$ cat config.mk
export PLATFORM = sky130hd
export DESIGN_NAME = fp_issue_arbiter
export DESIGN_NICKNAME = d
export VERILOG_FILES = /design/src/rtl/fp_issue_arbiter.sv
export SDC_FILE = /design/constraint.sdc
export NUM_CORES = 1
export LEC_CHECK = 0
export ABC_AREA = 1
export CORE_ASPECT_RATIO = 1.4
export CORE_MARGIN = 1.5
export CORE_UTILIZATION = 28
export CTS_CLUSTER_DIAMETER = 30
export DETAILED_ROUTE_END_ITERATION = 8
export GPL_TIMING_DRIVEN = 0
export PLACE_DENSITY = 0.85
export SETUP_SLACK_MARGIN = 0.5
export SYNTH_ARGS = -nofsm -noshare
export SYNTH_HDL_FRONTEND = slang
export SYNTH_SLANG_ARGS = --single-unit
$ cat constraint.sdc
create_clock -name clk_i -period 2.55 [get_ports clk_i]
set_clock_uncertainty 0.15 [all_clocks]
set_input_delay 0.6375 -clock clk_i [delete_from_list [all_inputs] [get_ports clk_i]]
set_output_delay 0.6375 -clock clk_i [all_outputs]
set_load 0.02 [all_outputs]
$ cat src/rtl/fp_issue_arbiter.sv
// Two-requester round-robin issue arbiter and response router in front of fp_wrapper.
// Tracks per-requester outstanding ops, returns illegal-instruction completions in order, sequences flush.
module fp_issue_arbiter #(
  parameter int unsigned INSTR_W = 32,
  parameter int unsigned DATA_W  = 32,
  parameter int unsigned MAX_OUT = 4
) (
  input  logic                 clk_i,
  input  logic                 rst_i,
  input  logic [1:0]           req_valid_i,
  output logic [1:0]           req_ready_o,
  input  logic [2*INSTR_W-1:0] req_instr_i,
  output logic [1:0]           rsp_valid_o,
  input  logic [1:0]           rsp_ready_i,
  output logic [2*DATA_W-1:0]  rsp_result_o,
  output logic [1:0]           rsp_illegal_o,
  input  logic                 flush_i,
  output logic                 busy_o,
  output logic [INSTR_W-1:0]   fpu_instr_o,
  output logic                 fpu_in_valid_o,
  input  logic                 fpu_in_ready_i,
  output logic                 fpu_tag_o,
  input  logic                 fpu_illegal_i,
  input  logic [DATA_W-1:0]    fpu_result_i,
  input  logic                 fpu_tag_i,
  input  logic                 fpu_out_valid_i,
  output logic                 fpu_out_ready_o,
  output logic                 fpu_flush_o
);

  localparam int unsigned CntW = $clog2(MAX_OUT + 1);

  typedef enum logic [1:0] {StArb, StHold, StFlush} state_e;

  state_e                 state_q, state_d;
  logic                   rr_q, rr_d;
  logic                   hold_g_q, hold_g_d;
  logic [1:0][CntW-1:0]   cnt_q, cnt_d;
  logic [1:0]             slot_q, slot_d;

  logic [1:0][INSTR_W-1:0] instr_arr;
  logic [1:0][DATA_W-1:0]  res_arr;
  logic [1:0]              eligible;
  logic [1:0]              slot_deliver;
  logic                    issue, g, accept, in_flush, rsp_fire, inc, dec;

  assign instr_arr    = req_instr_i;
  assign rsp_result_o = res_arr;
  assign in_flush     = (state_q == StFlush);

  always_comb begin
    for (int r = 0; r < 2; r++) begin
      eligible[r]     = req_valid_i[r] && (cnt_q[r] < CntW'(MAX_OUT)) && !slot_q[r];
      slot_deliver[r] = slot_q[r] && (cnt_q[r] == '0) && !in_flush;
    end

    issue = 1'b0;
    g     = rr_q;
    unique case (state_q)
      StArb: begin
        if (eligible[rr_q]) begin
          issue = 1'b1;
          g     = rr_q;
        end else if (eligible[~rr_q]) begin
          issue = 1'b1;
          g     = ~rr_q;
        end
      end
      StHold: begin
        issue = 1'b1;
        g     = hold_g_q;
      end
      default: issue = 1'b0;
    endcase
    if (flush_i) issue = 1'b0;

    accept         = issue && fpu_in_ready_i;
    fpu_in_valid_o = issue;
    fpu_instr_o    = issue ? instr_arr[g] : '0;
    fpu_tag_o      = issue & g;
    req_ready_o    = 2'b00;
    if (issue) req_ready_o[g] = fpu_in_ready_i;

    // FPU response routed by tag; an illegal slot can only be shown when its counter is 0
    rsp_valid_o   = 2'b00;
    rsp_illegal_o = 2'b00;
    res_arr       = '0;
    if (!in_flush && fpu_out_valid_i) begin
      rsp_valid_o[fpu_tag_i] = 1'b1;
      res_arr[fpu_tag_i]     = fpu_result_i;
    end
    for (int r = 0; r < 2; r++) begin
      if (slot_deliver[r]) begin
        rsp_valid_o[r]   = 1'b1;
        rsp_illegal_o[r] = 1'b1;
        res_arr[r]       = '0;
      end
    end
    fpu_out_ready_o = in_flush ? 1'b1 : rsp_ready_i[fpu_tag_i];
    fpu_flush_o     = in_flush;
    rsp_fire        = !in_flush && fpu_out_valid_i && fpu_out_ready_o;

    cnt_d  = cnt_q;
    slot_d = slot_q;
    for (int r = 0; r < 2; r++) begin
      inc = accept && (g == 1'(r)) && !fpu_illegal_i;
      dec = rsp_fire && (fpu_tag_i == 1'(r)) && (cnt_q[r] != '0);
      if (inc && !dec) cnt_d[r] = cnt_q[r] + CntW'(1);
      else if (dec && !inc) cnt_d[r] = cnt_q[r] - CntW'(1);
      if (accept && (g == 1'(r)) && fpu_illegal_i) slot_d[r] = 1'b1;
      else if (slot_deliver[r] && rsp_ready_i[r]) slot_d[r] = 1'b0;
    end

    rr_d     = accept ? ~g : rr_q;
    hold_g_d = hold_g_q;
    state_d  = state_q;
    unique case (state_q)
      StArb: begin
        if (issue && !fpu_in_ready_i) begin
          state_d  = StHold;
          hold_g_d = g;
        end
      end
      StHold: if (accept) state_d = StArb;
      StFlush: begin
        state_d = StArb;
        cnt_d   = '0;
        slot_d  = '0;
      end
      default: state_d = StArb;
    endcase
    if (flush_i) state_d = StFlush;

    busy_o = (cnt_q[0] != '0) || (cnt_q[1] != '0) || (|slot_q) || issue || in_flush;
  end

  always_ff @(posedge clk_i or posedge rst_i) begin
    if (rst_i) begin
      state_q  <= StArb;
      rr_q     <= 1'b0;
      hold_g_q <= 1'b0;
      cnt_q    <= '0;
      slot_q   <= '0;
    end else begin
      state_q  <= state_d;
      rr_q     <= rr_d;
      hold_g_q <= hold_g_d;
      cnt_q    <= cnt_d;
      slot_q   <= slot_d;
    end
  end

endmodule

==> results of run 1 <==
-- cells by family after synthesis --
group | after synthesis | share of synthesized area, %
simple gates | 201 | 50.4
buf+inv | 82 | 17.9
compound gates | 41 | 12.4
flops | 12 | 16.1
xor+xnor | 2 | 0.941
fa+ha+maj | 2 | 2.15
-- stage by stage --
step	instance area [um2]	utilization [%]	setup slack (ns)	TNS, ns
3_5_place_dp	5340	81.8	-1.04	-83.40
2_1_floorplan	3110	-	0.0346	0
3_3_place_gp	5340	81.8	-1.03	-81.58
==> flow_summary.ini, run 1 <==
[clock_network]
cts_sinks = 12
ctsResizeCount = 802
root_buffer = clkbuf_8
htree_levels = 1
post_cts_buffers = 41
cts_made_buffers = 3
postCtsHoldBufs = 0
cts_buffer_depth = 2

[run_status]
tool.error = [ERROR DPL-0038] Utilization greater than 100%, impossible to legalize
haltStage = clock tree synthesis (4_1_cts)
outcome = stopped before the end

[yosys]
ys_ff_latch = 12
async_flop_share_pct = 100
synthCells = 340
syn_avg_cell_area_um2 = 5.48
syn_nets = 449
synth_area_leaders = nor3_1 17%, dfrtp_1 16%, nor2_1 16%, inv_1 11%, o21ai_0 9.1%
synth.yosys.seq_area_share_pct = 16.1
synth_ff_type = dfrtp_1
netlist_area_mm2 = 0.00186
synth.most_common_cell = nor2_1
yosys_warnings = 0
synth_edf_count = 0
synth_cell_types = 31
synth_area_leader_cell = nor3_1
netlist_top_cells_count = 78 x nor2_1, 64 x nor3_1, 57 x inv_1
synth_top_area_share_pct = 17.2

[placement]
place.gp.congestion = 0.819
hpwl_mm = 8.91
dp.cells = 627
io_buffer_count = 213

[die]
initial_core_util_pct = 28.5
die_w_um = 71.9
rows = 35
ioPinCount = 214
die_y_um = 99.5
==> inputs of run 2 (changes only) <==
--- a/config.mk
+++ b/config.mk
@@ -6,14 +6,11 @@
 export NUM_CORES = 1
 export LEC_CHECK = 0
 export ABC_AREA = 1
-export CORE_ASPECT_RATIO = 1.4
 export CORE_MARGIN = 1.5
 export CORE_UTILIZATION = 28
-export CTS_CLUSTER_DIAMETER = 30
 export DETAILED_ROUTE_END_ITERATION = 8
 export GPL_TIMING_DRIVEN = 0
-export PLACE_DENSITY = 0.85
-export SETUP_SLACK_MARGIN = 0.5
+export PLACE_DENSITY_LB_ADDON = 0.15
 export SYNTH_ARGS = -nofsm -noshare
 export SYNTH_HDL_FRONTEND = slang
 export SYNTH_SLANG_ARGS = --single-unit
==> run 2 against run 1 <==
The flow now finishes, with violations (negative setup slack); synthesized area stayed put; synthesized cell count stayed put.
==> flow_summary.ini, run 2 <==
[setup_path]
critPathKind = register to primary output
startpoint = slot_q[1]
crit_required_ns = 1.76
endpoint_kind = primary output
max_stage_delay_ns = 0.43
reg2reg_from = slot_q[1]
cp.arrival_ns = 1.80
path_common_cell = nor2_1
cp_cell_sequence = nor2_4, nand3_1, nand2_1, inv_2, a21oi_4, buf_12, buf_8, nor2_1, nor2_1, buf_4
slowest_stage = dfrtp_2
crit_fanout = 9
start_kind = register

[final_layout]
ff_latch_area_um2 = 304
design_area_mm2 = 0.00472
largest_reg_flops = 6
largest_register = cnt_q
drive_gt1_share_pct = 43.8
nNetsFinal = 700
diodes = 0
reg_top3 = cnt_q x6, slot_q x2, state_q x2
multi_input_area_mm2 = 0.00163
n_fill_cell = 522
layout_commonest_cell = clkdlybuf4s50_1
areaGrowthSynthToFinish_pct = 154
layout_common_cells = 101 x clkdlybuf4s50_1, 91 x buf_4, 72 x nor2_1
postLayoutCoreUtil_pct = 74.0

[yosys]
synth_top_family_by_area = simple AND/OR/NAND/NOR gates
synth_ff_type = dfrtp_1
synth_top_area_share_pct = 17.2
synth.most_common_cell = nor2_1
syn_avg_cell_area_um2 = 5.48
yosys_warnings = 0
synth_area_leaders = nor3_1 17%, dfrtp_1 16%, nor2_1 16%, inv_1 11%, o21ai_0 9.1%
synth_edf_count = 0
synth_compound_area_share_pct = 12.4
netlist_area_mm2 = 0.00186
synthCells = 340
netlist_top_cells_count = 78 x nor2_1, 64 x nor3_1, 57 x inv_1
synth_cell_types = 31
synthAdderAreaFrac_pct = 2.15
synth_xor_area_share_pct = 0.941
synth_area_leader_cell = nor3_1
syn_nets = 449
muxShareOfSynthArea_pct = 0
synth.yosys.seq_area_share_pct = 16.1
ys_ff_latch = 12
synth-simple-area-share_pct = 50.4
async_flop_share_pct = 100

[detailed_routing]
dr.first_iter.drc_count = 99
drtPass1Iterations = 4
vias = 3263
drc = 0
avgRoutedWirePerCell_um = 16.2
routed_wl_mm = 10.8
ant_nets = 0
avgViaCountPerCell = 4.90

[grt]
grt_max_degree = 13
grt_pass1_wl_mm = 16.0
antenna_found_initial = 0
grt_pass1_vias = 3073
gr-total-overflow = 0
grt.total_usage_pct = 27.5

[power]
powerDensity_mw_per_mm2 = 450
swShare_pct = 46.7
pwr-share-comb_pct = 78.0
p_sw_uw = 993
power_frac_seq_pct = 14.0
leakage_nw = 2.39
internal-power_mw = 1.13
vdd_drop_max_mv = 0.440
pwr-share-clk_pct = 8.1

[sta]
period_share_pct = 102
min_period_ns = 2.59
slew_viol_final = 0
worstMarginPinSlew_ns = 0.497
worst_slack_ns = -0.0419
fmax_ghz = 0.386
max_slew_margin_pct = 66.8
rsz0062_at_grt = yes
setup_viol = 13
setup_tns_ns = -0.161
hold_viol = 0

[clock_network]
cts_made_buffers = 3
htree_levels = 1
insertion_delay_ns = 0.24
cts_buffer_depth = 2
cts_sinks = 12
path_clk_slew_ns = 0.05
cts_tree = done
root_buffer = clkbuf_8

[die]
rows = 29
initial_core_util_pct = 29.2
die_w_um = 84.5
die-area_mm2 = 0.00715
ioPinCount = 214
die_y_um = 84.5
coreArea_mm2 = 0.00639

[worst_hold_path]
hp-class = register to register
hp-start = hold_g_q

[placement]
place_area_mm2 = 0.00409
dp_worst_setup_slack_ns = -1.04
io_buffer_count = 213
hpwl_mm = 7.61
place.gp.congestion = 0.873

[flow_run]
cap_violations = 0

[run_status]
violations = negative setup slack
outcome = finished, violations left
## run 2: path summary, 6_finish.rpt
| check | endpoint | slack (ns) | depth (start not counted) |
|---|---|---|---|
| hold reg to reg | hold_g_q | 0.37 | 2 |
| hold / removal | hold_g_q | 0.37 | 2 |
| min in group asynchronous | hold_g_q | 0.57 | 2 |
| setup / recovery | fpu_instr_o[23] | -0.04 | 10 |
| max in group asynchronous | slot_q[1] | 1.32 | 2 |
| setup reg to reg | cnt_q[2] | 0.10 | 16 |
## run 2: stage by stage
| stage | power, mW | hold slack [ns] | instances |
|---|---|---|---|
| 2_1_floorplan | 1.01 | 0.320 | 340 |
| 3_3_place_gp | 1.50 | 0.345 | 630 |
| 3_5_place_dp | 1.53 | 0.357 | 630 |
| 4_1_cts | 1.99 | 0.370 | 659 |
| 5_1_grt | 2.26 | 0.407 | 666 |
| 6_report | 2.13 | 0.370 | 666 |
## run 2: cell families (layout without fill, tap and decap cells)
kind of cell	after synthesis	count (layout)
and+or+nand+nor	201	202
xor gates and xnor gates	2	2
AOI/OAI and AO/OA	41	41
buffers and inverters	82	330
DFF	12	12
adders and majority gates	2	2
## run 2: power by group through the flow
stage                     registers [mW]  logic, mW  clock network (mW)
final                              0.297       1.66               0.171
after global routing               0.302       1.78               0.182
after CTS                          0.297       1.53               0.171
after detailed placement           0.293       1.24                   0
after global placement             0.291       1.21                   0
after floorplan                    0.284      0.727                   0
## run 2: final cells by class
type / count / area share [%]
Inverter: 59 / 4.95
Clock buffer: 3 / 0.874
Timing Repair Buffer: 244 / 45.4
Tap cell: 77 / 2.04
Multi-Input combinational cell: 247 / 34.6
Buffer: 23 / 5.62
Sequential cell: 12 / 6.44
Timing Repair inverter: 1 / 0.132
## run 2: critical path, delay by kind of cell, from the launching register on
| family | cells | cell delay, ns |
|---|---|---|
| AOI/OAI and AO/OA | 1 | 0.17 |
| buffers and inverters | 4 | 0.49 |
| DFF | 1 | 0.43 |
| and+or+nand+nor | 5 | 0.46 |
## run 2: routing by layer
layer	up-vias	wire length (um)	global-route usage, %
li1	1596	-	-
met4	0	227	8.80
met3	19	681	5.21
met2	120	5570	47.1
met1	1528	4340	34.9
met5	-	0	0
## run 2: what timing repair did
item | in CTS | in global routing
cloned | 12 | 1
hold buffers | 0 | 0
endpoints found under the setup margin | 110 | 98
pin swaps | 24 | 10
gates resized for setup | 657 | 65
buffers inserted | 14 | 6
No activity file was read; power rests on OpenSTA's default activity.
